File: src/rtl/run_pkg.sv
// Shared types and constants for the run monitor.
// Contents: the FSM state encoding (run_state_e), the CPU cycle counter width
// (CNT_W) and the width of the CPU-reset hold counter (RST_CNT_W).
package run_pkg;

  localparam int unsigned CNT_W     = 24;
  localparam int unsigned RST_CNT_W = 4;

  typedef enum logic [2:0] {
    ST_IDLE  = 3'd0,
    ST_RESET = 3'd1,
    ST_RUN   = 3'd2,
    ST_FETCH = 3'd3,
    ST_DUMP  = 3'd4,
    ST_DONE  = 3'd5
  } run_state_e;

endpackage : run_pkg

File: src/rtl/run_monitor.sv
// Run monitor: resets a CPU under test, lets it run for a bounded number of
// cycles (or until halted), then freezes it and streams its register file out
// over a valid/ready dump interface.
// Ports:
//   clk_i, rst_i               clock, synchronous active-high reset
//   start_i, halt_i            launch a run / stop the run early
//   cpu_rst_n_o, cpu_en_o      CPU reset (active low) and advance enable
//   cycle_cnt_o                CPU cycles completed in the current/last run
//   rf_addr_o, rf_data_i       register-file read port (combinational data)
//   dump_valid_o, dump_ready_i dump stream handshake
//   dump_idx_o, dump_data_o    dumped register index and value
//   busy_o, done_o             run in progress / dump complete
module run_monitor
  import run_pkg::*;
#(
  parameter int unsigned DATA_W     = 32,
  parameter int unsigned NUM_REGS   = 32,
  parameter int unsigned END_COUNT  = 100,
  parameter int unsigned RST_CYCLES = 1,
  localparam int unsigned ADDR_W    = $clog2(NUM_REGS)
) (
  input  logic              clk_i,
  input  logic              rst_i,
  input  logic              start_i,
  input  logic              halt_i,
  output logic              cpu_rst_n_o,
  output logic              cpu_en_o,
  output logic [CNT_W-1:0]  cycle_cnt_o,
  output logic [ADDR_W-1:0] rf_addr_o,
  input  logic [DATA_W-1:0] rf_data_i,
  output logic              dump_valid_o,
  input  logic              dump_ready_i,
  output logic [ADDR_W-1:0] dump_idx_o,
  output logic [DATA_W-1:0] dump_data_o,
  output logic              busy_o,
  output logic              done_o
);

  localparam logic [CNT_W-1:0]     CNT_LAST = CNT_W'(END_COUNT - 1);
  localparam logic [RST_CNT_W-1:0] RST_LAST = RST_CNT_W'(RST_CYCLES - 1);
  localparam logic [ADDR_W-1:0]    IDX_LAST = ADDR_W'(NUM_REGS - 1);

  run_state_e           state_q,      state_d;
  logic [RST_CNT_W-1:0] rst_cnt_q,    rst_cnt_d;
  logic [CNT_W-1:0]     cycle_cnt_q,  cycle_cnt_d;
  logic [ADDR_W-1:0]    idx_q,        idx_d;
  logic [ADDR_W-1:0]    dump_idx_q,   dump_idx_d;
  logic [DATA_W-1:0]    dump_data_q,  dump_data_d;
  logic                 cpu_rst_n_q,  cpu_rst_n_d;
  logic                 cpu_en_q,     cpu_en_d;
  logic                 dump_valid_q, dump_valid_d;
  logic                 busy_q,       busy_d;
  logic                 done_q,       done_d;

  // Next-state, counters and output decode. Status outputs are decoded from
  // the next state so the registered copies line up with the state register.
  always_comb begin
    state_d      = state_q;
    rst_cnt_d    = rst_cnt_q;
    cycle_cnt_d  = cycle_cnt_q;
    idx_d        = idx_q;
    dump_idx_d   = dump_idx_q;
    dump_data_d  = dump_data_q;
    cpu_rst_n_d  = 1'b0;
    cpu_en_d     = 1'b0;
    dump_valid_d = 1'b0;
    busy_d       = 1'b0;
    done_d       = 1'b0;

    unique case (state_q)
      ST_IDLE, ST_DONE: begin
        if (start_i) begin
          state_d     = ST_RESET;
          rst_cnt_d   = '0;
          cycle_cnt_d = '0;
          idx_d       = '0;
        end
      end
      ST_RESET: begin
        if (rst_cnt_q == RST_LAST) begin
          state_d = ST_RUN;
        end else begin
          rst_cnt_d = rst_cnt_q + RST_CNT_W'(1);
        end
      end
      ST_RUN: begin
        // Every RUN cycle is counted, including the one that sees halt_i.
        cycle_cnt_d = cycle_cnt_q + CNT_W'(1);
        if ((cycle_cnt_q == CNT_LAST) || halt_i) begin
          state_d = ST_FETCH;
        end
      end
      ST_FETCH: begin
        dump_data_d = rf_data_i;
        dump_idx_d  = idx_q;
        state_d     = ST_DUMP;
      end
      ST_DUMP: begin
        if (dump_ready_i) begin
          // Index only advances below the last register, so it never wraps.
          if (idx_q == IDX_LAST) begin
            state_d = ST_DONE;
          end else begin
            idx_d   = idx_q + ADDR_W'(1);
            state_d = ST_FETCH;
          end
        end
      end
      default: begin
        state_d = ST_IDLE;
      end
    endcase

    cpu_rst_n_d  = (state_d != ST_IDLE) && (state_d != ST_RESET);
    cpu_en_d     = (state_d == ST_RUN);
    dump_valid_d = (state_d == ST_DUMP);
    busy_d       = (state_d == ST_RESET) || (state_d == ST_RUN) ||
                   (state_d == ST_FETCH) || (state_d == ST_DUMP);
    done_d       = (state_d == ST_DONE);
  end

  // State and output registers.
  always_ff @(posedge clk_i) begin
    if (rst_i) begin
      state_q      <= ST_IDLE;
      rst_cnt_q    <= '0;
      cycle_cnt_q  <= '0;
      idx_q        <= '0;
      dump_idx_q   <= '0;
      dump_data_q  <= '0;
      cpu_rst_n_q  <= 1'b0;
      cpu_en_q     <= 1'b0;
      dump_valid_q <= 1'b0;
      busy_q       <= 1'b0;
      done_q       <= 1'b0;
    end else begin
      state_q      <= state_d;
      rst_cnt_q    <= rst_cnt_d;
      cycle_cnt_q  <= cycle_cnt_d;
      idx_q        <= idx_d;
      dump_idx_q   <= dump_idx_d;
      dump_data_q  <= dump_data_d;
      cpu_rst_n_q  <= cpu_rst_n_d;
      cpu_en_q     <= cpu_en_d;
      dump_valid_q <= dump_valid_d;
      busy_q       <= busy_d;
      done_q       <= done_d;
    end
  end

  assign cpu_rst_n_o  = cpu_rst_n_q;
  assign cpu_en_o     = cpu_en_q;
  assign cycle_cnt_o  = cycle_cnt_q;
  assign rf_addr_o    = idx_q;
  assign dump_valid_o = dump_valid_q;
  assign dump_idx_o   = dump_idx_q;
  assign dump_data_o  = dump_data_q;
  assign busy_o       = busy_q;
  assign done_o       = done_q;

endmodule : run_monitor
File: config.mk
export PLATFORM = sky130hd
export DESIGN_NAME = run_monitor
export DESIGN_NICKNAME = d
export VERILOG_FILES = /design/src/rtl/run_pkg.sv /design/src/rtl/run_monitor.sv
export SDC_FILE = /design/constraint.sdc
export NUM_CORES = 1
export LEC_CHECK = 0
export ABC_AREA = 0
export BUFFER_PORTS_ARGS = -buffer_cell sky130_fd_sc_hd__buf_2
export CAP_MARGIN = 20
export CORE_AREA = 2 2 119 121
export DETAILED_ROUTE_END_ITERATION = 7
export DIE_AREA = 0 0 121 123
export HOLD_SLACK_MARGIN = 0.02
export SLEW_MARGIN = 20
export SYNTH_ARGS = -nofsm -noshare
export SYNTH_HDL_FRONTEND = slang
export SYNTH_SLANG_ARGS = --single-unit
File: constraint.sdc
create_clock -name clk_i -period 2 [get_ports clk_i]
set_input_delay 0.3 -clock clk_i [delete_from_list [all_inputs] [get_ports clk_i]]
set_output_delay 0.3 -clock clk_i [all_outputs]
set_load 0.005 [all_outputs]
==> results.md, run 1 <==
- Status: complete, but fails checks
- Failing checks: negative setup slack
- Fin Clk Skew: 0.007705 ns
- Max VDD drop: 0.3864 mV
- Total Power: 3.470 mW
- Dpl cell area: 4244 sq um
- Starting density of the core: about 25%
- Syn Nets: between 400 and 500
- Crit path max-delay family: simple AND/OR/NAND/NOR gates
- Final wirelength: ~9.2 mm
- GRT Total Usage: 12.48%
- Layout Utilization: about a third
- CTS Sinks: 78
- Vias in the first global route: slightly above 3,000
- Finished Cell Area: 4597 sq um
- Synth cell types: 45
- Die Y: around 120 microns
- Internal cell power: around 2.7 mW
- Minimum clock period: about 2.2 ns
- ANT cells: 0
- GPL Wtd Cong: just over 0.8
- Sw frac: 22.68%
- Via-to-Cell Ratio: 4.717
- Critical Path Max Stage Delay: a little under 0.4 ns
- Post-synth top cells: nand2_1, dfxtp_1, a21oi_1
- Initial antenna violation count: 0
- Dpl ws: -0.1949 ns
- Worst path buffer plus inverter count: 0
- DRC: 0
- Max Transition Viols Final: 0
- Fin crit share: 107.9%
- Critical path arrival: 2.42 ns
- Placed instance count: ~700
- Synth top area share: about 47%
- Area delta synth->final: 37.35%
- Fmax: roughly 460 MHz
- Pin count of the biggest net entering global routing: 50
- Die width: 121 microns
- DIE AREA: about 15,000 sq um
- Crit-path max FO: 5
- Uppermost layer routed: met4
- Total gr overflow: 0
- Via count: ~3,400
- Synth warnings: 0
- Crit end category: flop
- Core Area: roughly 14,000 sq um
- Port Buffers: 107
- Slowest-stage cell, CP: or3b_4
- Worst-path cell chain: ha_4 -> and3_4 -> ha_4 -> or3b_4 -> a221o_1 -> or3_1 -> a21oi_2
- FF-to-FF path depth: 7
- Final hold slack: ~0.21 ns
- Max Root-Sink Buffers: 2
- Drt first pass iters: 4
- M1 WL: roughly 4.2 mm
- DRT iter0 DRCs: about 170
- Top-count cell post-synth: nand2_1
- Fill count: between 1,000 and 1,500
- CP startpoint kind: flop
- Hold Vio Cnt, Final: 0
- Post-route antenna net violation count: 0
- TNS Setup: -0.5554 ns
- Worst Setup Path Type: reg -> reg
- TritonCTS clock tree: done
- Worst-path clk slew: 0.06 ns
- Synth Instances: slightly above 400
- Hold Path Stages: 3
- Slew @ Worst Pin: 0.5463 ns
- Asr flop ratio synth: 0%
- Critical path data required time: about 2.3 ns
- Worst setup margin: -0.1586 ns
- Ranking of synthesized cells by area: dfxtp_1, nand2_1, a21oi_1
- Sequential power share: 46.2%
- Number of synthesized flops with an enable pin: 0
- CTS Root Buffer Type: clkbuf_16
- Pwr dens: ~750 nW/um^2
- Io pins: around 110
- Clock latency on the worst-skew pair: 0.33 ns
- Headroom to the max-slew limit: approximately 64%
- Psw: approximately 0.79 mW
- Hold_buf cts: 0
- Ys flop type: dfxtp_1
- Most used cell, CP: ha_4
- Area of the multi-input gates: ~1700 sq um
- First-pass GRT wire length: approximately 15 mm
- Unrepaired setup endpoints after global routing: yes
- Routed wl met3: 563 microns
- Max H-tree Level: 3
- Layout Nets: between 500 and 600
- Post-Synthesis Cell Area: 3347 sq um
- Flip-flop and latch area: 1564 sq um
- Hold Path Class: in -> reg
- # rows: 43
- Post-DP HPWL: ~6.8 mm
- DR WL met2: 4.251 mm
- Non-Filler Instances: 713
- Avg Synthesized Cell Area: between 8 and 9 sq um
- Max-Cap Viols: 0
- Register area share after synthesis: a little under half
- Num CTS Buffers: 9
- Drt wl/cell: around 13 microns
- Total stage count of the critical path: 7
- #FFs+latches synth: 78
- Gate power share: under 10%
- Final setup fails: 5
- Share of post-route cells with drive strength above 1: 31.89%
- Pleak: approximately 1.9 nW
- Cell taking the most area after synthesis: dfxtp_1
- Clock network fraction of design power: around 45%
## flip-flops by register name (all words and copies together) (netlist names)
register,flops
done_o,1
rst_cnt_q,4
cpu_rst_n_o,1
cpu_en_o,1
dump_valid_o,1
busy_o,1
dump_data_o,32
cycle_cnt_o,24
dump_idx_o,5
rf_addr_o,5
state_q,3
## cells by family after synthesis
family,synth area share [%]
flip-flops,46.65
XOR/XNOR,0.7852
AND/OR/NAND/NOR,27.81
multiplexers,1.495
buffers and inverters,3.888
AO/OA/AOI/OAI,17.50
adder cells (fa/ha/maj),1.869
## final cells by class
type / instances / area share (%)
clock buffers: 11 / 5.063
clock inverters: 4 / 1.062
inverters: 9 / 0.7349
multi-input cells: 294 / 37.67
flip-flops and latches: 78 / 34.02
well taps: 180 / 4.899
repair buffers: 137 / 16.55
## worst min-delay path, delay by kind of cell
kind	cells	cell delay (ns)
buf+inv	1	0.09
simple gates	1	0.05
compound gates	1	0.05
## power by group through the flow
| stage | Clock, mW | Sequential, mW | Combinational (mW) |
|---|---|---|---|
| 6_report | 1.55 | 1.60 | 0.321 |
| 5_1_grt | 1.68 | 1.60 | 0.358 |
| 4_1_cts | 1.62 | 1.60 | 0.321 |
| 3_5_place_dp | 0 | 1.64 | 0.319 |
| 3_3_place_gp | 0 | 1.63 | 0.313 |
| 2_1_floorplan | 0 | 1.64 | 0.174 |
## final timing paths
path                                       from         endpoint  slack (ns)
worst max register to register     rf_addr_o[1]     rf_addr_o[3]       -0.16
worst min register to register  dump_data_o[26]  dump_data_o[26]        0.45
worst min-delay path              rf_data_i[21]  dump_data_o[21]        0.21
worst max-delay path               rf_addr_o[1]     rf_addr_o[3]       -0.16
## layer usage
layer  vias to the layer above  track usage (%)
met5                         -                0
met4                         0            5.378
met3                        12            2.860
met2                       106            20.33
met1                      1554            15.86
li1                       1691                -
## cells in the final DEF, fill, tap and decap left out, drive strengths merged, types with 6 or more instances in the layout
cell type	n
buf	137
nand2	89
dfxtp	78
a21oi	61
nand3	12
nor2	11
clkbuf	11
or3	10
inv	9
o311ai	8
o21ai	8
or2	7
nand4	6
nor4	6
o41ai	6
## repair_timing
item                       in CTS  in global routing
setup endpoints to repair       6                 13
hold endpoints to repair        0                  0
pin swaps                       1                  2
gates resized for setup         4                  7
buffers inserted                0                  2
(Power assumes the default switching activity.)
==> inputs of run 2 (changes only) <==
--- a/config.mk
+++ b/config.mk
@@ -8,10 +8,11 @@
 export ABC_AREA = 0
 export BUFFER_PORTS_ARGS = -buffer_cell sky130_fd_sc_hd__buf_2
 export CAP_MARGIN = 20
-export CORE_AREA = 2 2 119 121
+export CORE_AREA = 2 2 89 91
 export DETAILED_ROUTE_END_ITERATION = 7
-export DIE_AREA = 0 0 121 123
+export DIE_AREA = 0 0 91 93
 export HOLD_SLACK_MARGIN = 0.02
+export PLACE_DENSITY = 0.75
 export SLEW_MARGIN = 20
 export SYNTH_ARGS = -nofsm -noshare
 export SYNTH_HDL_FRONTEND = slang
==> run 2 against run 1 <==
  * The run still ends with negative setup slack left
  * Wire length fell by 8.4%
  * Via count fell by 0.45%
  * Combinational power rose by 2%
  * Design area fell by 4.7%
  * Flip-flop and latch count did not move
  * Clock power fell by 18%
  * Sequential share of layout area rose by 1.7 points
  * Clock-buffer cell count fell by 1
  * Clock skew rose by 0.0045 ns
  * Global-route usage rose by 7.4 points
  * Die area fell by 43%
  * Critical endpoint unchanged
  * Largest cell class unchanged
==> results.md, run 2 (synthesis results as in run 1) <==
- Io pins: 108 (unchanged)
- Commonest cells after routing, fill and taps aside: buf_2, nand2_1, dfxtp_1
- Pwr dens: 729.4 nW/um^2 (-3.4%)
- CTS Sinks: 78 (unchanged)
- CTS Root Buffer Type: clkbuf_8
- Max-Cap Viols: 0 (unchanged)
- CP startpoint kind: flop
- Post-CTS Repair Setup Buffers: 0 (unchanged)
- Die width: 91 microns (-25%)
- ANT cells: 0 (unchanged)
- Fin crit share: 106.9% (-1.1 points)
- First-pass GRT wire length: 13.96 mm (-5.9%)
- Worst-path clk slew: 0.08 ns (+0.02 ns)
- Crit-path max FO: 6 (+1)
- Worst setup margin: -0.1375 ns (+0.02111 ns)
- Critical Path Max Stage Delay: 0.39 ns (about the same)
- GPL Wtd Cong: 0.8334 (+2.6%)
- Vias in the first global route: 2,986 (-1.3%)
- Starting density of the core: 44.46% (+20 points)
- GRT Total Usage: 19.85% (+7.4 points)
- Dpl cell area: 4124 sq um (-2.8%)
- Max Transition Viols Final: 0 (unchanged)
- Max H-tree Level: 3 (unchanged)
- Pleak: 1.857 nW (-3.8%)
- Headroom to the max-slew limit: 73.13% (+9.5 points)
- Status: complete, but fails checks
- Critical path arrival: 2.41 ns (about the same)
- Fill count: 715 (-49%)
- Slowest-stage cell, CP: or3b_4
- DIE AREA: 8463 sq um (-43%)
- Num CTS Buffers: 9 (unchanged)
- Largest register FFs: 32 (unchanged)
- Dpl ws: -0.1743 ns (+0.02065 ns)
- Flip-flop and latch area: 1564 sq um (unchanged)
- Max VDD drop: 0.3170 mV (-18%)
- Max Root-Sink Buffers: 2 (unchanged)
- # rows: 32 (-26%)
- Post-route antenna net violation count: 0 (unchanged)
- Minimum clock period: 2.137 ns (-0.02111 ns)
- Layout Utilization: 58.23% (+24 points)
- Initial antenna violation count: 0 (unchanged)
- Critical path data required time: 2.27 ns (about the same)
- DRT iter0 DRCs: 136 (-22%)
- Share of post-route cells with drive strength above 1: 31.38% (-0.51 points)
- Finished Cell Area: 4383 sq um (-4.7%)
- Worst-path cell chain: ha_4 -> and3_4 -> ha_4 -> or3b_4 -> a221o_1 -> or3_1 -> a21oi_1
- Worst Setup Path Type: reg -> reg
- Hold Vio Cnt, Final: 0 (unchanged)
- Failing checks: negative setup slack
- Total Power: 3.197 mW (-7.9%)
- Fin Clk Skew: 0.01221 ns (+0.004507 ns)
- Port Buffers: 107 (unchanged)
- Post-DP HPWL: 6.037 mm (-11%)
- Core Area: 7527 sq um (-45%)
- Final wirelength: 8.426 mm (-8.4%)
- DRC: 0 (unchanged)
- Fmax: 467.8 MHz (+0.99%)
- Final setup fails: 5 (unchanged)
- Most used cell, CP: ha_4
- Hold Path Class: in -> reg
- Via count: 3,348 (-0.45%)
- Slew @ Worst Pin: 0.4031 ns (-0.1432 ns)
- Commonest non-fill, non-tap cell in the layout: buf_2
- Via-to-Cell Ratio: 5.306 (+12%)
- Drt first pass iters: 4 (unchanged)
- R2R Setup Slk: -0.14 ns (+0.02 ns)
- Pin count of the biggest net entering global routing: 38 (-24%)
- Clock latency on the worst-skew pair: 0.35 ns (+0.02 ns)
- Layout Nets: 566 (-0.88%)
- Final hold slack: 0.1906 ns (-0.01600 ns)
- Total gr overflow: 0 (unchanged)
- Area delta synth->final: 30.95%
- TritonCTS clock tree: done
- Crit end category: flop
- Drt wl/cell: 13.35 microns (+3.5%)
- Area of the multi-input gates: 1720 sq um (-0.65%)
- Die Y: 93 microns (-24%)
- Unrepaired setup endpoints after global routing: yes
[run 2: path summary, 6_finish.rpt]
check | from | to | cells past startpoint
worst max register to register | rf_addr_o[1] | rf_addr_o[3] | 7
worst max-delay path | rf_addr_o[1] | rf_addr_o[3] | 7
worst min-delay path | rf_data_i[5] | dump_data_o[5] | 3
worst min register to register | dump_data_o[2] | dump_data_o[2] | 2
[run 2: where the power goes]
group | leakage (nW) | internal, mW | switching, mW
combinational | 1.12 | 0.142 | 0.185
sequential | 0.631 | 1.58 | 0.0146
clock | 0.106 | 0.701 | 0.570
total | 1.86 | 2.43 | 0.769
[run 2: what timing repair did]
| action | 4_1_cts | 5_1_grt |
|---|---|---|
| endpoints found under the hold margin | 0 | 0 |
| endpoints found under the setup margin | 7 | 11 |
| hold buffers | 0 | 0 |
| cloned | 0 | 0 |
| resized for setup | 4 | 5 |
| pin swaps | 1 | 2 |
[run 2: worst max-delay path: cells and delay by family (launching register included)]
family                   cells  cell delay [ns]
AND/OR/NAND/NOR              3             0.90
flip-flops                   1             0.34
adder cells (fa/ha/maj)      2             0.30
AO/OA/AOI/OAI                2             0.52
[run 2: layer usage]
layer	track usage [%]	vias up	share of wire, %
met2	32.41	118	47
met5	0	-	0
met3	5.238	8	6.7
met4	4.924	0	0.90
met1	26.29	1544	45
li1	-	1678	-
[run 2: metrics by stage]
step	setup TNS, ns	std cells
2_1_floorplan	-0.3517	406
3_3_place_gp	-0.4031	615
3_5_place_dp	-0.7059	615
4_1_cts	-0.5868	631
5_1_grt	-0.8113	631
6_report	-0.4489	631
[run 2: cell type report]
class | count | share of cell area, %
Clock buffer | 10 | 2.912
Clock inverter | 6 | 1.970
Inverter | 9 | 0.7708
Multi-Input combinational cell | 294 | 39.25
Sequential cell | 78 | 35.68
Tap cell | 102 | 2.912
Timing Repair Buffer | 132 | 16.50
==> inputs of run 3 (changes only) <==
--- a/config.mk
+++ b/config.mk
@@ -8,9 +8,9 @@
 export ABC_AREA = 0
 export BUFFER_PORTS_ARGS = -buffer_cell sky130_fd_sc_hd__buf_2
 export CAP_MARGIN = 20
-export CORE_AREA = 2 2 89 91
+export CORE_AREA = 2 2 68 118
 export DETAILED_ROUTE_END_ITERATION = 7
-export DIE_AREA = 0 0 91 93
+export DIE_AREA = 0 0 70 120
 export HOLD_SLACK_MARGIN = 0.02
 export PLACE_DENSITY = 0.75
 export SLEW_MARGIN = 20
==> run 3 against run 2 <==
  * The flow still finishes with violations (negative setup slack)
  * Combinational power shrank 2%
  * Core utilization up 1.6 points
  * Cell count decreased by 1.4%
  * Wire length up 2.7%
  * Non-clock buffer count is 6 higher
  * Via count rose by 1.1%
  * Flip-flop and latch count unchanged
  * Clock skew shrank 0.0068 ns
  * Die area decreased by 0.74%
  * Highest routed layer unchanged
  * Sequential power hardly changed
==> results.md, run 3 (synthesis results as in run 1) <==
- Vias in the first global route: 3,139 (+5.1%)
- GPL Wtd Cong: 0.8132 (-2.4%)
- Commonest cells after routing, fill and taps aside: buf_2, nand2_1, dfxtp_1
- Max Transition Viols Final: 0 (unchanged)
- Slew @ Worst Pin: 0.4375 ns (+0.03443 ns)
- Via-to-Cell Ratio: 5.444 (+2.6%)
- Worst-path clk slew: 0.05 ns (-0.03 ns)
- Status: complete, but fails checks
- Final hold slack: 0.2068 ns (+0.01624 ns)
- Pleak: 1.919 nW (+3.3%)
- # rows: 42 (+31%)
- Hold Vio Cnt, Final: 0 (unchanged)
- Total gr overflow: 0 (unchanged)
- CTS Sinks: 78 (unchanged)
- Met2 Track Usage GR: 37.92% (+5.5 points)
- Crit end category: flop
- Max VDD drop: 0.5367 mV (+69%)
- Layout Nets: 572 (+1.1%)
- Non-Filler Instances: 622 (-1.4%)
- Die width: 70 microns (-23%)
- Unrepaired setup endpoints after global routing: yes
- Fin Clk Skew: 0.005411 ns (-0.006801 ns)
- Area delta synth->final: 33.50%
- Worst-path cell chain: ha_4 -> and3_4 -> ha_4 -> or3b_4 -> a221o_1 -> or3_1 -> a21oi_2
- Pin count of the biggest net entering global routing: 38 (unchanged)
- Worst setup margin: -0.1177 ns (+0.01976 ns)
- Post-route antenna net violation count: 0 (unchanged)
- TritonCTS clock tree: done
- Fin crit share: 105.9% (-0.99 points)
- Via count: 3,386 (+1.1%)
- Core Area: 7462 sq um (-0.86%)
- Hold Path Class: in -> reg
- Commonest non-fill, non-tap cell in the layout: buf_2
- Dpl ws: -0.1811 ns (-0.006819 ns)
- CP Launch Point: rf_addr_o[1]
- Starting density of the core: 44.85% (+0.39 points)
- Worst hold path startpoint: rf_data_i[2]
- Initial antenna violation count: 0 (unchanged)
- Io pins: 108 (unchanged)
- Clock latency on the worst-skew pair: 0.33 ns (-0.02 ns)
- Worst Setup Path Type: reg -> reg
- Placed instance count: 603 (-2.0%)
- Pwr dens: 782.4 nW/um^2 (+7.3%)
- Post-DP HPWL: 6.291 mm (+4.2%)
- Drt wl/cell: 13.91 microns (+4.2%)
- Max H-tree Level: 3 (unchanged)
- Drt first pass iters: 4 (unchanged)
- Largest register FFs: 32 (unchanged)
- Layout Utilization: 59.88% (+1.6 points)
- Critical path arrival: 2.38 ns (-0.03 ns)
- GRT Total Usage: 20.69% (+0.84 points)
- Failing checks: negative setup slack
- Critical path data required time: 2.26 ns (about the same)
- Grt met3 use: 4.366% (-0.87 points)
- Max-Cap Viols: 0 (unchanged)
- First-pass GRT wire length: 14.06 mm (+0.69%)
- CTS Root Buffer Type: clkbuf_16
- GR met1 Demand/Resource: 22.06% (-4.2 points)
- Fmax: 472.2 MHz (+0.93%)
- Slowest-stage cell, CP: or3b_4
- Most used cell, CP: ha_4
- Die Y: 120 microns (+29%)
- CP startpoint kind: flop
- Crit-path max FO: 5 (-1)
- DIE AREA: 8400 sq um (-0.74%)
- Port Buffers: 107 (unchanged)
- GRT busiest layer: met2
- Minimum clock period: 2.118 ns (-0.01976 ns)
- Final setup fails: 5 (unchanged)
- ANT cells: 0 (unchanged)
- Share of post-route cells with drive strength above 1: 31.65% (+0.27 points)
- Fill count: 702 (-1.8%)
- Headroom to the max-slew limit: 70.83% (-2.3 points)
- DRT iter0 DRCs: 196 (+44%)
- Critical Path Max Stage Delay: 0.39 ns (about the same)
- Reg2reg start: rf_addr_o[1]
- Num CTS Buffers: 9 (unchanged)
- Final wirelength: 8.651 mm (+2.7%)
- DRC: 0 (unchanged)
- Max Root-Sink Buffers: 2 (unchanged)
-- run 3: changes by cell type in the layout (fill, tap and decap cells not counted), sizes merged --
| cell | previous run | this run |
|---|---|---|
| buf | 132 | 138 |
| bufinv | 2 | 1 |
| clkbuf | 10 | 11 |
| clkinv | 3 | 2 |
-- run 3: final timing paths --
path                                  endpoint  slack, ns  cells past startpoint
worst max-delay path              rf_addr_o[3]      -0.12                      7
worst min register to register   dump_idx_o[1]       0.45                      2
worst min-delay path            dump_data_o[2]       0.21                      3
worst max register to register    rf_addr_o[3]      -0.12                      7
-- run 3: cell type report --
cell class / count / area (sq um) / share of cell area (%)
well taps: 88 / 110.1 / 2.464
repair buffers: 138 / 768.2 / 17.19
flip-flops and latches: 78 / 1564 / 35.00
clock buffers: 11 / 242.7 / 5.433
multi-input cells: 294 / 1702 / 38.08
inverters: 9 / 33.78 / 0.7561
clock inverters: 4 / 47.55 / 1.064
-- run 3: worst max-delay path, delay by kind of cell (launching register included) --
kind,cells,cell delay [ns]
AND/OR/NAND/NOR,3,0.91
flip-flops,1,0.33
AO/OA/AOI/OAI,2,0.50
adder cells (fa/ha/maj),2,0.32
-- run 3: timing repair --
| action | in CTS | in global routing |
|---|---|---|
| hold buffers | 0 | 0 |
| pin swaps | 1 | 1 |
| resized for setup | 4 | 4 |
| setup endpoints to repair | 5 | 10 |
| setup buffers | 1 | 3 |
-- run 3: metal layers --
| layer | up-vias | routed length [microns] |
|---|---|---|
| met5 | - | 0 |
| met2 | 93 | 4577 |
| met4 | 0 | 208 |
| met1 | 1589 | 3505 |
| li1 | 1688 | - |
| met3 | 16 | 360 |
-- run 3: through the flow --
stage / TNS, ns / instance area, sq um / power [mW]
floorplan: -0.3517 / 3379 / 1.817
global placement: -0.3308 / 4121 / 1.942
detailed placement: -0.5665 / 4121 / 1.950
CTS: -0.4559 / 4423 / 3.518
global route: -0.8376 / 4468 / 3.630
finish: -0.3884 / 4468 / 3.496
-- run 3: power breakdown --
part | internal [mW] | total [mW] | switching, mW | leakage [nW]
Clock | 0.988 | 1.57 | 0.582 | 0.141
Sequential | 1.59 | 1.60 | 0.0161 | 0.631
Combinational | 0.141 | 0.322 | 0.181 | 1.15
Total | 2.72 | 3.50 | 0.779 | 1.92
